**src/rtl/spi_pkg.sv**
```systemverilog
// Shared SPI definitions: state encoding, SPI mode constant, byte width and
// a counter-width helper used by the controller and its clock generator.
package spi_pkg;

  // Byte width, shared with the dual_clock_spi_device benches.
  localparam int unsigned SPI_BYTE_W = 8;

  // SPI mode as {CPOL, CPHA}; mode 0 idles SCK low and samples on the rising edge.
  localparam logic [1:0] SPI_MODE0 = 2'b00;

  // Controller state encoding.
  typedef logic [2:0] state_t;
  localparam state_t ST_IDLE    = 3'd0;
  localparam state_t ST_SETUP   = 3'd1;
  localparam state_t ST_SHIFT   = 3'd2;
  localparam state_t ST_HOLD    = 3'd3;
  localparam state_t ST_RELEASE = 3'd4;

  // Bits needed for a counter that runs 0 .. n-1 (never less than one bit).
  function automatic int unsigned cnt_width(input int unsigned n);
    return (n > 1) ? $clog2(n) : 1;
  endfunction

endpackage

```
**src/rtl/spi_clock_gen.sv**
```systemverilog
// SCK generator: counts CLOCKS_PER_HALF_BIT cycles per SCK phase while
// enabled and toggles SCK at the end of each phase. rise/fall are
// combinational one-cycle flags asserted in the cycle whose closing clk edge
// makes SCK rise/fall, so the controller can act on that same edge.
// While disabled, SCK is held at its idle level and the phase count is
// cleared, so every enable starts with a full low phase.
module spi_clock_gen
  import spi_pkg::*;
#(
  parameter int unsigned CLOCKS_PER_HALF_BIT = 4
) (
  input  logic clk,
  input  logic reset,
  input  logic en,
  output logic sck,
  output logic rise,
  output logic fall
);

  localparam int unsigned        PHASE_W    = cnt_width(CLOCKS_PER_HALF_BIT);
  localparam logic [PHASE_W-1:0] PHASE_LAST = PHASE_W'(CLOCKS_PER_HALF_BIT - 1);
  localparam logic               SCK_IDLE   = SPI_MODE0[1];

  logic [PHASE_W-1:0] phase_cnt;
  logic               phase_end;

  assign phase_end = en && (phase_cnt == PHASE_LAST);
  assign rise      = phase_end && (sck == SCK_IDLE);
  assign fall      = phase_end && (sck != SCK_IDLE);

  // Phase counter and registered SCK; idle level whenever not enabled.
  always_ff @(posedge clk) begin
    if (reset || !en) begin
      phase_cnt <= '0;
      sck       <= SCK_IDLE;
    end else if (phase_end) begin
      phase_cnt <= '0;
      sck       <= ~sck;
    end else begin
      phase_cnt <= phase_cnt + 1'b1;
    end
  end

endmodule

```
**src/rtl/spi_controller.sv**
```systemverilog
// SPI mode 0 controller (initiator). Sends one byte MSB first per accepted
// start_strobe while capturing the target's reply, optionally keeping CS
// asserted between bytes of a multi-byte command.
//
// Handshake: start_strobe is a one-cycle request accepted on any clk edge
// where ready=1 (IDLE or HOLD); tx_data and keep_cs are captured on that
// edge. Requests while ready=0 are dropped, not queued. release_strobe is
// only meaningful in HOLD; start wins if both arrive together. rx_strobe is
// a one-cycle pulse and rx_data stays valid until the next pulse.
//
// Optional build macro: SPI_CONTROLLER_IDLE_TIMEOUT_EN -- auto-release from
// HOLD after IDLE_TIMEOUT cycles with no start.
module spi_controller
  import spi_pkg::*;
#(
  parameter int unsigned CLOCKS_PER_HALF_BIT = 4,
  parameter int unsigned CS_SETUP_CLOCKS     = 4,
  parameter int unsigned CS_HOLD_CLOCKS      = 4
`ifdef SPI_CONTROLLER_IDLE_TIMEOUT_EN
  ,
  parameter int unsigned IDLE_TIMEOUT        = 256
`endif
) (
  input  logic                  clk,
  input  logic                  reset,
  input  logic [SPI_BYTE_W-1:0] tx_data,
  input  logic                  start_strobe,
  input  logic                  keep_cs,
  input  logic                  release_strobe,
  output logic                  ready,
  output logic [SPI_BYTE_W-1:0] rx_data,
  output logic                  rx_strobe,
  output logic                  spi_sck,
  output logic                  spi_cs_n,
  output logic                  spi_sdo,
  input  logic                  spi_sdi,
  output state_t                state_dbg
);

  localparam int unsigned        CS_CNT_MAX = (CS_SETUP_CLOCKS > CS_HOLD_CLOCKS) ?
                                              CS_SETUP_CLOCKS : CS_HOLD_CLOCKS;
  localparam int unsigned        CS_CNT_W   = cnt_width(CS_CNT_MAX);
  localparam logic [CS_CNT_W-1:0] SETUP_LAST = CS_CNT_W'(CS_SETUP_CLOCKS - 1);
  localparam logic [CS_CNT_W-1:0] HOLD_LAST  = CS_CNT_W'(CS_HOLD_CLOCKS - 1);
  localparam logic [2:0]          BIT_LAST   = 3'(SPI_BYTE_W - 1);

  state_t                state, next_state;
  logic [CS_CNT_W-1:0]   cs_cnt;
  logic [2:0]            bit_cnt;
  logic [SPI_BYTE_W-1:0] shreg;
  logic                  keep_q;
  logic                  byte_done;
  logic                  sck_rise, sck_fall;
  logic                  last_fall;
  logic                  start_ok;
  logic                  timeout_hit;
  logic                  cs_n_d, ready_d;

  assign state_dbg = state;
  assign start_ok  = start_strobe && ((state == ST_IDLE) || (state == ST_HOLD));
  assign last_fall = (state == ST_SHIFT) && sck_fall && (bit_cnt == BIT_LAST);

  spi_clock_gen #(
    .CLOCKS_PER_HALF_BIT(CLOCKS_PER_HALF_BIT)
  ) u_clock_gen (
    .clk  (clk),
    .reset(reset),
    .en   (state == ST_SHIFT),
    .sck  (spi_sck),
    .rise (sck_rise),
    .fall (sck_fall)
  );

`ifdef SPI_CONTROLLER_IDLE_TIMEOUT_EN
  localparam int unsigned        IDLE_W    = cnt_width(IDLE_TIMEOUT);
  localparam logic [IDLE_W-1:0]  IDLE_LAST = IDLE_W'(IDLE_TIMEOUT - 1);

  logic [IDLE_W-1:0] idle_cnt;

  assign timeout_hit = (state == ST_HOLD) && (idle_cnt == IDLE_LAST);

  // Idle counter: cleared outside HOLD so it restarts on every HOLD entry.
  always_ff @(posedge clk) begin
    if (reset || (state != ST_HOLD)) begin
      idle_cnt <= '0;
    end else if (!timeout_hit) begin
      idle_cnt <= idle_cnt + 1'b1;
    end
  end
`else
  assign timeout_hit = 1'b0;
`endif

  // State register plus registered CS_n / ready derived from the next state.
  always_ff @(posedge clk) begin
    if (reset) begin
      state    <= ST_IDLE;
      spi_cs_n <= 1'b1;
      ready    <= 1'b1;
    end else begin
      state    <= next_state;
      spi_cs_n <= cs_n_d;
      ready    <= ready_d;
    end
  end

  // Next-state logic; in HOLD a start beats release and timeout.
  always_comb begin
    next_state = state;
    case (state)
      ST_IDLE:    if (start_strobe) next_state = ST_SETUP;
      ST_SETUP:   if (cs_cnt == SETUP_LAST) next_state = ST_SHIFT;
      ST_SHIFT:   if (last_fall) next_state = keep_q ? ST_HOLD : ST_RELEASE;
      ST_HOLD: begin
        if (start_strobe) begin
          next_state = ST_SHIFT;
        end else if (release_strobe || timeout_hit) begin
          next_state = ST_RELEASE;
        end
      end
      ST_RELEASE: if (cs_cnt == HOLD_LAST) next_state = ST_IDLE;
      default:    next_state = ST_IDLE;
    endcase
  end

  // Output decode from the next state so CS_n and ready come out of flops.
  always_comb begin
    cs_n_d  = (next_state == ST_IDLE);
    ready_d = (next_state == ST_IDLE) || (next_state == ST_HOLD);
  end

  // CS setup / hold timer: counts only while staying in SETUP or RELEASE.
  always_ff @(posedge clk) begin
    if (reset) begin
      cs_cnt <= '0;
    end else if (((state == ST_SETUP) || (state == ST_RELEASE)) && (next_state == state)) begin
      cs_cnt <= cs_cnt + 1'b1;
    end else begin
      cs_cnt <= '0;
    end
  end

  // Shift datapath: one register serves both directions. SDI enters at the
  // bottom on SCK rise; SDO takes the top bit on SCK fall. The received
  // byte is published the cycle after the last fall.
  always_ff @(posedge clk) begin
    if (reset) begin
      shreg     <= '0;
      bit_cnt   <= '0;
      keep_q    <= 1'b0;
      spi_sdo   <= 1'b0;
      byte_done <= 1'b0;
      rx_strobe <= 1'b0;
      rx_data   <= '0;
    end else begin
      byte_done <= last_fall;
      rx_strobe <= byte_done;
      if (byte_done) begin
        rx_data <= shreg;
      end
      if (start_ok) begin
        shreg   <= tx_data;
        keep_q  <= keep_cs;
        spi_sdo <= tx_data[SPI_BYTE_W-1];
        bit_cnt <= '0;
      end else if (state == ST_SHIFT) begin
        if (sck_rise) begin
          shreg <= {shreg[SPI_BYTE_W-2:0], spi_sdi};
        end
        if (sck_fall) begin
          bit_cnt <= bit_cnt + 1'b1;
          spi_sdo <= last_fall ? 1'b0 : shreg[SPI_BYTE_W-1];
        end
      end
    end
  end

endmodule

```
**config.mk**
```make
export PLATFORM = sky130hd
export DESIGN_NAME = spi_controller
export DESIGN_NICKNAME = d
export VERILOG_FILES = /design/src/rtl/spi_pkg.sv /design/src/rtl/spi_clock_gen.sv /design/src/rtl/spi_controller.sv
export SDC_FILE = /design/constraint.sdc
export NUM_CORES = 1
export LEC_CHECK = 0
export ABC_AREA = 1
export CORE_UTILIZATION = 45
export CTS_CLUSTER_SIZE = 25
export DETAILED_ROUTE_END_ITERATION = 7
export PLACE_DENSITY = 0.77
export SLEW_MARGIN = 15
export SYNTH_ARGS = -nofsm -noshare
export SYNTH_HDL_FRONTEND = slang
export SYNTH_SLANG_ARGS = --single-unit
```
**constraint.sdc**
```tcl
create_clock -name clk -period 1.32 [get_ports clk]
set_clock_uncertainty 0.05 [all_clocks]
set_input_delay 0.33 -clock clk [delete_from_list [all_inputs] [get_ports clk]]
set_output_delay 0.33 -clock clk [all_outputs]
set_load 0.1 [all_outputs]
```
==> results of run 1 <==
-- logic make-up (layout without fill, tap and decap cells) --
family | count (synthesis) | in the layout | synth area share
simple gates | 84 | 85 | 0.280
compound gates | 40 | 40 | 0.147
flops | 33 | 33 | 0.460
fa+ha+maj | 4 | 4 | 0.0349
buf+inv | 25 | 80 | 0.0776
-- where the power goes --
part	leakage [nW]	switching (mW)	internal, mW
combinational	0.704	0.229	0.172
clock	0.0437	0.339	0.376
sequential	0.275	0.0323	1.02
total	1.02	0.600	1.57
-- per-stage QoR --
step                 util  total power, mW  hold slack, ns
global route        0.791             2.26           0.389
finish              0.791             2.17           0.350
detailed placement  0.682             1.40           0.361
CTS                 0.732             2.13           0.358
floorplan               -             1.27           0.347
global placement    0.682             1.40           0.358
-- worst paths after layout --
path	startpoint	end	slack (ns)	cells past startpoint
setup / recovery	state_dbg[2]$_SDFF_PP0_	shreg[7]$_SDFFE_PP0P_	-0.09	9
hold / removal	reset	state_dbg[0]$_SDFF_PP0_	0.35	2
setup reg to reg	state_dbg[2]$_SDFF_PP0_	shreg[7]$_SDFFE_PP0P_	-0.09	9
hold reg to reg	cs_cnt[0]$_SDFF_PP0_	cs_cnt[0]$_SDFF_PP0_	0.38	1
-- flip-flops by register name, indices dropped and copies added, names as in the netlist --
| register | cells |
|---|---|
| spi_cs_n | 1 |
| bit_cnt | 3 |
| u_clock_gen.phase_cnt | 2 |
| rx_data | 8 |
| cs_cnt | 2 |
| shreg | 8 |
| rx_strobe | 1 |
| byte_done | 1 |
| keep_q | 1 |
| state_dbg | 3 |
| u_clock_gen.sck | 1 |
| ready | 1 |
| spi_sdo | 1 |
-- repair_timing --
item,CTS,global route
endpoints found under the setup margin,19,25
hold endpoints to repair,0,0
gates resized for setup,14,50
buffers inserted,3,3
gates cloned,1,0
pin swaps,4,12
-- synthesized netlist by cell type --
cell and n:
a211oi_1 1, a21oi_1 14, a41oi_1 1, buf_6 2
clkbuf_1 3, dfxtp_1 33, ha_1 4, inv_1 15
inv_2 4, inv_4 1, nand2_1 28, nand2_4 2
nand3_1 6, nand3_4 1, nand3b_1 1, nand4_1 5
nand4_2 1, nor2_1 35, nor2_4 1, nor3_1 2
nor3_4 1, o211ai_1 2, o21ai_0 22, or2_2 1
-- layer usage --
metal	track usage	wire length (µm)	share of wire
met4	0.112	44	0.012
met3	0.0462	177	0.047
met5	0	0	0
met1	0.256	1590	0.42
met2	0.351	1960	0.52
-- worst reg2reg max path: stages (launching register included) --
cell	delay (ns)
dfxtp_4	0.39
inv_8	0.05
buf_4	0.13
nand4_4	0.08
nand2_4	0.10
buf_4	0.17
nand2_1	0.08
o21ai_0	0.11
a21oi_2	0.11
nor2_1	0.04
-- layout make-up --
class | count | area share
sequential | 33 | 0.286
tap | 44 | 0.0230
clock buffer | 8 | 0.0334
inverter | 20 | 0.0418
multi-input combinational | 129 | 0.346
timing repair buffer | 52 | 0.270
==> impl_results.md, run 1 <==
- Number of port buffers: 29
- Crit-path max cell delay: 0.39 ns
- CP arrival: 1.59 ns
- I/O pin count: 30
- Violated checks: design-rule violations, negative setup slack
- RSZ-0062 raised after global routing: true
- Slew of the pin with the lowest slew margin: 0.354 ns
- First-pass DRT Iterations: 6
- Mapped cell area: 1440 µm²
- Setup crit start kind: register
- Layout Cells excl Fill: 286
- Vias per Instance: 5.10
- Max VDD drop: 763 µV
- Max-cap violations: 0
- Crit path cell chain: inv_8 > buf_4 > nand4_4 > nand2_4 > buf_4 > nand2_1 > o21ai_0 > a21oi_2 > nor2_1
- WS Path Type: register to register
- Area growth, synth to finish: 66.9%
- Vias after detailed routing: 1459
- Largest net degree at the start of global routing: 13
- Distinct cell type count after synthesis: 24
- Clk Latency, worst-skew pair: 0.33 ns
- Diodes inserted: 0
- FF+latch count, synth: 33
- RD Place Congestion: 0.886
- Total track usage: 0.211
- Final hold viol count: 0
- Starting DRT DRC Count: 116
- Outcome: complete, but fails checks
- PD cells: 907 nW/µm²
- Post-route cell area: 2390 µm²
- Rows: 20
- Routed len/inst: 13.2 µm
- Placed instance area: 2070 µm²
- H-tree depth: 2
- Post-synth top area share: 0.460
- Core box area: 3030 µm²
- Clock sink count: 33
- Final net count: 259
- Total length of routed wires: 3.77 mm
- Cell count after synthesis: 186
- Most common cell after layout, fill and taps aside: nor2_1
- Setup TNS: -0.932 ns
- Cts hold-fix bufs: 0
- DRT antenna net count: 0
- Syn_area_per_cell: 7.72 µm²
- Synth area leaders: dfxtp_1 (46%), nor2_1 (9.2%), o21ai_0 (7.7%)
- Period utilization: 1.07
- CTS max path bufs: 2
- Die area: 3420 µm²
- Clock Pin Slew Worst Setup and Hold Paths: 0.10 ns
- Max_slew headroom: 0.763
- Post-DP HPWL: 2.39 mm
- Final setup viols: 18
- TritonCTS buffer count: 5
- Highest Clock Rate: 710 MHz
- Critical path peak fanout: 7
- Number of antenna violations at the first check in global routing: 0
- Ys Warns: 0
- Footprint of the multi-input gates: 828 µm²
- Crit path buf inv count: 3
- Residual DRC count: 2
- Fill cells: 177
- Setup crit end kind: register
- Critical Path RT: 1.50 ns
- Die span in y: 58.5 µm
- Commonest cells after routing, fill and taps aside: nor2_1 (32), dfxtp_1 (22), nand2_1 (19)
- Synthesized Nets: 204
- Most used cell, CP: buf_4
- GRT overflow: 0
- Minimum clock period: 1.41 ns
- Share of post-route cells with drive strength above 1: 0.413
- First-pass GRT wire length: 5.49 mm
- Slew Limit Fails: 0
- Leak pwr: 1.02 nW
- Post-placement setup slack: -0.487 ns
- Number of global-route vias before repair: 1357
- Dpl cells: 271
- Starting Density: 0.474
- Root Buffer: clkbuf_4
- Sequential element share of the synthesized area: 0.460
- Storage element area: 684 µm²
- Setup slack after layout: -0.0887 ns
- Die width: 58.5 µm
- Slowest-stage cell, CP: dfxtp_4
- Worst min path class: primary input to register
- CTS tree: yes
- Top delay family on crit path: flip-flops
- Yosys top cell by area: dfxtp_1
(Power assumes the default switching activity.)
==> run 2, diff against run 1 <==
--- a/config.mk
+++ b/config.mk
@@ -9,6 +9,7 @@
 export CORE_UTILIZATION = 45
 export CTS_CLUSTER_SIZE = 25
 export DETAILED_ROUTE_END_ITERATION = 7
+export GPL_ROUTABILITY_DRIVEN = 1
 export PLACE_DENSITY = 0.77
 export SLEW_MARGIN = 15
 export SYNTH_ARGS = -nofsm -noshare
==> results of run 2 <==
No change in the layout: final DEF, timing and power equal those of run 1.
==> run 3, diff against run 2 <==
--- a/config.mk
+++ b/config.mk
@@ -6,11 +6,12 @@
 export NUM_CORES = 1
 export LEC_CHECK = 0
 export ABC_AREA = 1
-export CORE_UTILIZATION = 45
+export CORE_UTILIZATION = 49
 export CTS_CLUSTER_SIZE = 25
 export DETAILED_ROUTE_END_ITERATION = 7
 export GPL_ROUTABILITY_DRIVEN = 1
-export PLACE_DENSITY = 0.77
+export PLACE_DENSITY = 0.79
+export SKIP_LAST_GASP = 1
 export SLEW_MARGIN = 15
 export SYNTH_ARGS = -nofsm -noshare
 export SYNTH_HDL_FRONTEND = slang
==> constraint.sdc (replaced) <==
create_clock -name clk -period 1.58 [get_ports clk]
set_clock_uncertainty 0.05 [all_clocks]
set_input_delay 0.395 -clock clk [delete_from_list [all_inputs] [get_ports clk]]
set_output_delay 0.395 -clock clk [all_outputs]
set_load 0.1 [all_outputs]
==> impl_results.md, run 3 (same netlist as run 1, synthesis figures left out) <==
- Top delay family on crit path: buffers and inverters
- Diodes inserted: 0
- Worst Setup SP: start_strobe
- CTS max path bufs: 2
- Slew Limit Fails: 0
- GRT overflow: 0
- Post-DP HPWL: 2.59 mm
- CTS tree: yes
- Worst min path class: register to register
- WS Path Type: primary input to register
- Residual DRC count: 0
- Total length of routed wires: 3.39 mm
- Starting Density: 0.520
- Final Power: 1.77 mW
- Clock Pin Slew Worst Setup and Hold Paths: 0.09 ns
- Die area: 3150 µm²
- Die span in y: 56.1 µm
- Max_slew headroom: 0.762
- Outcome: finished clean
- Largest net degree at the start of global routing: 16
- Max VDD drop: 1160 µV
- FF-to-FF Start: bit_cnt[0]$_SDFFE_PP0P_
- Root Buffer: clkbuf_4
- Setup slack after layout: 0.0568 ns
- Slowest-stage cell, CP: clkdlybuf4s50_1
- Commonest cells after routing, fill and taps aside: nor2_1 (35), dfxtp_1 (29), nand2_1 (27)
- TritonCTS buffer count: 5
- Critical Path RT: 1.77 ns
- HP Start: u_clock_gen.phase_cnt[0]$_SDFF_PP0_
- RD Place Congestion: 0.893
- Highest Clock Rate: 657 MHz
- Vias per Instance: 5.39
- Area growth, synth to finish: 43.4%
- Number of port buffers: 29
- Clock sink count: 33
- Period utilization: 0.964
- Routed len/inst: 13.2 µm
- Setup crit end kind: register
- DRT antenna net count: 0
- Hold_ws: 0.381 ns
- CP arrival: 1.71 ns
- Leak pwr: 0.886 nW
- Critical path peak fanout: 11
- Total track usage: 0.238
- Clk Latency, worst-skew pair: 0.35 ns
- Final net count: 242
- Most common cell after layout, fill and taps aside: nor2_1
- Number of global-route vias before repair: 1301
- Starting DRT DRC Count: 43
- Die width: 56.1 µm
- Final setup viols: 0
- Setup TNS: 0 ns
- Post-placement setup slack: -0.311 ns
- I/O pin count: 30
- Vias after detailed routing: 1380
- Crit-path max cell delay: 0.55 ns
- First-pass GRT wire length: 5.66 mm
- H-tree depth: 2
- Minimum clock period: 1.52 ns
- Rows: 19
- Max-cap violations: 0
- Most used cell, CP: nand2_4
- Final hold viol count: 0
- Registers with the most flip-flops: rx_data: 8 flops, shreg: 8 flops
- Crit path buf inv count: 3
- Number of antenna violations at the first check in global routing: 0
- Crit path cell chain: clkdlybuf4s50_1 > nand4_1 > nand2_4 > inv_4 > nand2_4 > inv_2 > a21oi_1 > nor2_1
- Cts hold-fix bufs: 0
- Slew of the pin with the lowest slew margin: 0.357 ns
- Core box area: 2760 µm²
- Setup crit start kind: primary input
- Share of post-route cells with drive strength above 1: 0.204
- First-pass DRT Iterations: 4
- PD cells: 861 nW/µm²
==> run 3: timing repair <==
| action | in CTS | in global routing |
|---|---|---|
| resized for setup | 0 | 1 |
| setup endpoints to repair | 0 | 7 |
| setup buffers | 0 | 1 |
==> run 3: area by class of cell <==
class / instances / area [µm²]
fillers: 195 / 699
flip-flops and latches: 33 / 673
multi-input cells: 128 / 666
repair buffers: 36 / 528
inverters: 20 / 77.6
clock buffers: 6 / 41.3
well taps: 31 / 38.8
clock inverters: 2 / 33.8
==> run 3: path summary, 6_finish.rpt <==
check                           depth (start not counted)  slack, ns                                  end
worst max-delay path                                    8       0.06                shreg[7]$_SDFFE_PP0P_
worst min register to register                          1       0.38  u_clock_gen.phase_cnt[0]$_SDFF_PP0_
worst min-delay path                                    1       0.38  u_clock_gen.phase_cnt[0]$_SDFF_PP0_
worst max register to register                          6       0.12                     ready$_SDFF_PP1_
==> run 3: where the power goes <==
part           internal (mW)  switching (mW)  leakage (nW)
clock                  0.329           0.288        0.0399
combinational          0.119           0.154         0.575
sequential             0.856          0.0262         0.271
total                   1.30           0.468         0.886
==> run 3: layer usage <==
metal / global-route usage / wire (µm) / vias up
li1: - / - / 692
met1: 0.261 / 1380 / 631
met2: 0.401 / 1730 / 42
met3: 0.0651 / 167 / 15
met4: 0.153 / 110 / 0
met5: 0 / 0 / -
==> run 3: metrics by stage <==
stage	instance area (µm²)	cells	util
floorplan	1450	186	-
global placement	1970	247	0.716
detailed placement	1970	247	0.716
CTS	2050	255	0.743
global route	2060	256	0.746
finish	2060	256	0.746
